[config.mk]
export PLATFORM = sky130hd
export DESIGN_NAME = predictor_scheduler
export DESIGN_NICKNAME = d
export VERILOG_FILES = /design/src/rtl/predictor_scheduler.sv
export SDC_FILE = /design/constraint.sdc
export NUM_CORES = 1
export LEC_CHECK = 0
export BUFFER_PORTS_ARGS = -buffer_cell sky130_fd_sc_hd__buf_2
export CAP_MARGIN = 20
export CELL_PAD_IN_SITES_DETAIL_PLACEMENT = 1
export CELL_PAD_IN_SITES_GLOBAL_PLACEMENT = 1
export CORE_UTILIZATION = 35
export CTS_CLUSTER_DIAMETER = 200
export DETAILED_ROUTE_END_ITERATION = 7
export GPL_ROUTABILITY_DRIVEN = 0
export HOLD_SLACK_MARGIN = 0.06
export PLACE_DENSITY_LB_ADDON = 0.1
export SETUP_SLACK_MARGIN = 0.15
export SLEW_MARGIN = 10
export SYNTH_ARGS = -nofsm -noshare
export SYNTH_HDL_FRONTEND = slang
export SYNTH_SLANG_ARGS = --single-unit
[constraint.sdc]
create_clock -name clk -period 5.7 [get_ports clk]
set_input_delay 0.855 -clock clk [delete_from_list [all_inputs] [get_ports clk]]
set_output_delay 0.855 -clock clk [all_outputs]
set_load 0.02 [all_outputs]
[src/rtl/predictor_scheduler.sv]
// predictor_scheduler
// Table of 2**IDX_W two-bit saturating branch counters behind one shared
// access port. Each cycle the port goes to exactly one of: a lookup from one
// of two round-robin requesters, a write that retires the head of an
// in-order update FIFO, or nobody. Lookups read the stored table only, so an
// update that is still queued has no effect on a prediction.
//
// Optional feature: define PREDICTOR_SCHEDULER_STATS_EN to add the
// saturating counters stat_lookups (grants) and stat_stalls (cycles in which
// a request was pending but not granted). The core behaves the same either way.

module predictor_scheduler #(
  parameter int IDX_W      = 4,
  parameter int FIFO_DEPTH = 4
) (
  input  logic             clk,
  input  logic             rst,
  input  logic             req0,
  input  logic             req1,
  input  logic [IDX_W-1:0] idx0,
  input  logic [IDX_W-1:0] idx1,
  output logic             gnt0,
  output logic             gnt1,
  output logic             pred_valid,
  output logic             pred_id,
  output logic             prediction,
  input  logic             upd_valid,
  input  logic [IDX_W-1:0] upd_idx,
  input  logic             upd_taken,
  output logic             upd_ready
`ifdef PREDICTOR_SCHEDULER_STATS_EN
  ,
  output logic [15:0]      stat_lookups,
  output logic [15:0]      stat_stalls
`endif
);

  localparam int ENTRIES = 1 << IDX_W;
  localparam int PTR_W   = $clog2(FIFO_DEPTH);
  localparam int CNT_W   = $clog2(FIFO_DEPTH + 1);
  localparam logic [CNT_W-1:0] FULL_CNT = CNT_W'(FIFO_DEPTH);

  // Who owns the single table port in the current cycle.
  typedef enum logic [1:0] {
    PORT_IDLE,
    PORT_LOOKUP,
    PORT_UPDATE
  } port_owner_t;

  // Counter table and update FIFO storage.
  logic [1:0]       table_q    [ENTRIES];
  logic [IDX_W-1:0] fifo_idx   [FIFO_DEPTH];
  logic             fifo_taken [FIFO_DEPTH];

  // FIFO bookkeeping. Depth is a power of two so the pointers wrap naturally.
  logic [PTR_W-1:0] wr_ptr;
  logic [PTR_W-1:0] rd_ptr;
  logic [CNT_W-1:0] count;

  // Round-robin memory: 1 means requester 1 was granted last, so requester 0
  // wins the next tie.
  logic             rr_last;

  // Goes high one cycle after reset releases; holds upd_ready low until then.
  logic             ready_en;

  // Registered prediction result.
  logic             pv_q;
  logic             pid_q;
  logic             pred_q;

  port_owner_t      owner;
  logic             gnt0_c;
  logic             gnt1_c;
  logic             fifo_full;
  logic             fifo_empty;
  logic             any_req;
  logic             push;
  logic             pop;
  logic [IDX_W-1:0] lookup_idx;
  logic [IDX_W-1:0] head_idx;
  logic             head_taken;
  logic [1:0]       head_ctr;
  logic [1:0]       head_ctr_next;

  assign fifo_full  = (count == FULL_CNT);
  assign fifo_empty = (count == '0);
  assign any_req    = req0 | req1;

  // Port arbitration: a full queue forces a write, otherwise lookups win over
  // draining, and ties between requesters alternate.
  always_comb begin
    owner  = PORT_IDLE;
    gnt0_c = 1'b0;
    gnt1_c = 1'b0;
    if (!rst) begin
      if (fifo_full) begin
        owner = PORT_UPDATE;
      end else if (any_req) begin
        owner = PORT_LOOKUP;
        if (req0 && req1) begin
          if (rr_last) begin
            gnt0_c = 1'b1;
          end else begin
            gnt1_c = 1'b1;
          end
        end else if (req0) begin
          gnt0_c = 1'b1;
        end else begin
          gnt1_c = 1'b1;
        end
      end else if (!fifo_empty) begin
        owner = PORT_UPDATE;
      end
    end
  end

  assign lookup_idx = gnt1_c ? idx1 : idx0;
  assign upd_ready  = ready_en & ~fifo_full & ~rst;
  assign push       = upd_valid & upd_ready;
  assign pop        = (owner == PORT_UPDATE);

  assign head_idx   = fifo_idx[rd_ptr];
  assign head_taken = fifo_taken[rd_ptr];
  assign head_ctr   = table_q[head_idx];

  // Saturating step for the counter addressed by the queue head.
  always_comb begin
    head_ctr_next = head_ctr;
    if (head_taken) begin
      if (head_ctr != 2'b11) begin
        head_ctr_next = head_ctr + 2'b01;
      end
    end else begin
      if (head_ctr != 2'b00) begin
        head_ctr_next = head_ctr - 2'b01;
      end
    end
  end

  // Counter table: all entries go strong-taken on reset; one write per pop.
  always_ff @(posedge clk) begin
    if (rst) begin
      for (int i = 0; i < ENTRIES; i++) begin
        table_q[i] <= 2'b11;
      end
    end else if (pop) begin
      table_q[head_idx] <= head_ctr_next;
    end
  end

  // FIFO payload storage; contents are don't-care while the queue is empty.
  always_ff @(posedge clk) begin
    if (push) begin
      fifo_idx[wr_ptr]   <= upd_idx;
      fifo_taken[wr_ptr] <= upd_taken;
    end
  end

  // FIFO pointers and occupancy; push and pop may coincide.
  always_ff @(posedge clk) begin
    if (rst) begin
      wr_ptr <= '0;
      rd_ptr <= '0;
      count  <= '0;
    end else begin
      if (push) begin
        wr_ptr <= wr_ptr + PTR_W'(1);
      end
      if (pop) begin
        rd_ptr <= rd_ptr + PTR_W'(1);
      end
      count <= count + CNT_W'(push) - CNT_W'(pop);
    end
  end

  // Round-robin pointer moves only when a grant is issued.
  always_ff @(posedge clk) begin
    if (rst) begin
      rr_last <= 1'b1;
    end else if (gnt0_c) begin
      rr_last <= 1'b0;
    end else if (gnt1_c) begin
      rr_last <= 1'b1;
    end
  end

  // Ready enable: low through reset, high from the second post-reset cycle.
  always_ff @(posedge clk) begin
    if (rst) begin
      ready_en <= 1'b0;
    end else begin
      ready_en <= 1'b1;
    end
  end

  // Prediction register: captures the MSB of the counter read by a lookup.
  always_ff @(posedge clk) begin
    if (rst) begin
      pv_q   <= 1'b0;
      pid_q  <= 1'b0;
      pred_q <= 1'b0;
    end else begin
      pv_q <= (owner == PORT_LOOKUP);
      if (owner == PORT_LOOKUP) begin
        pid_q  <= gnt1_c;
        pred_q <= table_q[lookup_idx][1];
      end
    end
  end

  assign gnt0       = gnt0_c;
  assign gnt1       = gnt1_c;
  assign pred_valid = pv_q & ~rst;
  assign pred_id    = pid_q & ~rst;
  assign prediction = pred_q & ~rst;

`ifdef PREDICTOR_SCHEDULER_STATS_EN
  logic [15:0] lookups_q;
  logic [15:0] stalls_q;

  // Saturating activity counters: grants and request-but-no-grant cycles.
  always_ff @(posedge clk) begin
    if (rst) begin
      lookups_q <= '0;
      stalls_q  <= '0;
    end else begin
      if ((gnt0_c || gnt1_c) && (lookups_q != 16'hFFFF)) begin
        lookups_q <= lookups_q + 16'd1;
      end
      if (any_req && !gnt0_c && !gnt1_c && (stalls_q != 16'hFFFF)) begin
        stalls_q <= stalls_q + 16'd1;
      end
    end
  end

  assign stat_lookups = lookups_q;
  assign stat_stalls  = stalls_q;
`endif

endmodule

==> results.py <==
metrics = {
    "clock_network": {
        "htree_levels": 3,
        "postCtsSetupRepairBufs": 0,
        "clock_path_buffers": 2,
        "postCtsHoldBufs": 0,
        "cts_tree": "done",
        "ctsRootBufferMaster": "clkbuf_8",
        "clk_transition_reported_paths_ps": 90,
        "cts.sinks": 66,
        "cts_resized": 0,
        "clock_latency_ps": 350,
        "numCtsBuffers": 9,
    },
    "die": {
        "num_rows": 36,
        "start_util": 0.360,
        "dieHeight_um": 102,
        "io_pins": 24,
        "die_area_um2": 10500,
        "die_w_um": 102,
        "core-area_um2": 9770,
    },
    "power_and_ir_drop": {
        "p_switching_uw": 403,
        "switching_share": 0.321,
        "irDropWorstVdd_mv": 0.116,
        "seq_power_share": 0.449,
        "leakage_nw": 1.35,
        "power_density_nw_per_um2": 320,
        "pwr-share-comb": 0.218,
        "intPower_uw": 855,
        "clkPwrFrac": 0.333,
    },
    "critical_path": {
        "end_kind": "output port",
        "critPathLaunchType": "input port",
        "crit_start": "rst",
        "crit_type": "input port to output port",
        "cpMostUsedCell": "buf_2",
        "cpLargestDelayFamily": "buffers and inverters",
        "crit_buf_inv": 4,
        "crit_required_ps": 4850,
        "cp.arrival_ps": 2580,
        "worstPathMaxFanout": 20,
        "cp_slowest_stage_delay_ps": 610,
        "crit_path_cell_trace": "buf_2 > inv_1 > nand3_2 > inv_2 > buf_2",
        "slowest_stage": "inv_1",
    },
    "finish": {
        "final_common_cell": "edfxtp_1",
        "most-common-layout-cells": "edfxtp_1, nand2_1, mux2i_1, or2_1, buf_2",
        "syn_to_final_growth_pct": 11.6,
        "antennaDiodeCount": 0,
        "fin_area_um2": 3930,
        "finalNetCount": 360,
        "layout-drive-gt1-share": 0.168,
        "fin_cells": 473,
    },
    "synthesis": {
        "yosysWarnings": 0,
        "synth_top_family_by_area": "simple AND/OR/NAND/NOR gates",
        "syn_area_um2": 3520,
        "synth_top_area_frac": 0.444,
        "synth_cell_types": 52,
        "ys_seq_area_frac": 0.523,
        "synth_compound_area_frac": 0.0832,
        "avgSynthCellArea_um2": 11.2,
        "ys.flop_type": "edfxtp_1",
        "synthTopCellsByArea": "edfxtp_1, dfxtp_1, mux2i_1",
        "synthMuxAreaShare": 0.115,
        "async_reset_ff_frac": 0,
        "synthesis.nets": 340,
        "synthXorXnorAreaFrac": 0.00996,
        "synth-edff-count": 52,
        "yosysTopAreaCell": "edfxtp_1",
        "syn_inst": 315,
        "synth-seq-cells": 66,
        "synthAdderAreaFrac": 0.0302,
        "synth-simple-area-share": 0.203,
    },
    "sta": {
        "setup_tns_ps": 0,
        "skew_ps": 14.5,
        "whs_ps": 507,
        "tightest_slew_ps": 809,
        "rsz0062_at_grt": "no",
        "drv_slew": 0,
        "max_freq_ghz": 0.291,
        "period_minus_slack_ps": 3440,
        "setup_viol": 0,
        "relSlewSlack": 0.456,
        "hold_violations": 0,
        "fin_crit_sh": 0.603,
    },
    "route": {
        "drtIter0Drc": 66,
        "avgRoutedWirePerCell_um": 17.7,
        "first_pass_iters": 4,
        "via_count": 2409,
        "finalWirelength_um": 8390,
        "vias_per_cell": 5.09,
        "drcViolationCount": 0,
        "ant_nets": 0,
    },
    "global_routing": {
        "grt_max_degree": 21,
        "grtUsageTotal": 0.177,
        "grt_pass1_vias": 2500,
        "grt_pass1_wl_um": 13500,
        "antenna_found_initial": 0,
        "grt.overflow.total": 0,
    },
    "job": {
        "cap_violations": 0,
    },
    "place": {
        "dp.cells": 457,
        "placed_cell_area_um2": 3720,
        "dp_hpwl_um": 6170,
        "io_buffers": 23,
    },
    "min_path": {
        "hold_start": "pid_q",
        "hold_class": "flip-flop to flip-flop",
    },
    "run_status": {
        "status": "finished, final reports clean",
    },
}
-- worst register-to-register path: cells and delay by family, from the launching register on --
family             cells  cell delay (ps)
muxes                  2             1090
AOI/OAI and AO/OA      3             1020
and+or+nand+nor        1              140
DFF                    1              550
-- Yosys cell counts (2+ instances only) --
library cell	n
o211ai_1	2
and2_1	4
nor2_1	9
dfxtp_1	14
mux4_2	4
mux2i_1	27
and3_1	11
mux2_2	4
or2_1	23
a22oi_1	9
ha_1	6
clkbuf_1	6
o21ai_1	2
o21ai_0	2
nand2_1	51
nand4b_1	2
inv_2	2
inv_1	9
buf_2	4
edfxtp_1	52
buf_6	3
nand4_1	2
nand3_1	11
a2111oi_0	2
nor2b_1	12
nor3_1	3
a21oi_1	7
nor4_2	2
a211oi_1	4
xnor2_1	4
-- logic make-up after synthesis --
logic type / count (synthesis)
simple gates: 137
flops: 66
compound gates: 40
mux: 35
buf+inv: 25
fa+ha+maj: 8
xor+xnor: 4
-- cell type report --
class                      count  area (um2)
clock buffer                   9         124
fill                        1097        5850
inverter                      11        41.3
tap                          133         166
timing repair buffer          23         115
clock inverter                 7        82.6
sequential                    66        1840
multi-input combinational    224        1560
-- sequential cells by signal (all words and copies together) (netlist names), named ones only --
signal,count
table_q,32
rr_last,1
count,3
fifo_idx,16
pred_q,1
rd_ptr,2
wr_ptr,2
fifo_taken,4
pid_q,1
pv_q,1
ready_en,1
-- worst paths after layout --
| check | end | slack, ps | cells past startpoint |
|---|---|---|---|
| max reg2reg | table_q[6][0] | 2630 | 6 |
| min | pid_q | 510 | 2 |
| max | gnt1 | 2260 | 5 |
| min reg2reg | pid_q | 510 | 2 |
-- power by group through the flow --
stage | combinational [mW] | sequential, mW | clock [mW]
6_report | 0.275 | 0.565 | 0.419
5_1_grt | 0.303 | 0.570 | 0.453
4_1_cts | 0.279 | 0.566 | 0.433
3_5_place_dp | 0.279 | 0.577 | 0
3_3_place_gp | 0.272 | 0.575 | 0
2_1_floorplan | 0.223 | 0.563 | 0
-- routing by layer --
metal | part of all wire | GRT usage
met4 | 0.0089 | 0.0560
met2 | 0.46 | 0.277
met3 | 0.030 | 0.0349
met5 | 0 | 0
met1 | 0.50 | 0.248
-- stage by stage --
stage | utilization | setup slack [ps] | total power, mW
after floorplan | - | 2630 | 0.786
after global placement | 0.381 | 2090 | 0.847
after detailed placement | 0.381 | 1960 | 0.856
after CTS | 0.402 | 2230 | 1.28
after global routing | 0.402 | 2110 | 1.33
final | 0.402 | 2260 | 1.26
Power figures use the tool's default switching activity.
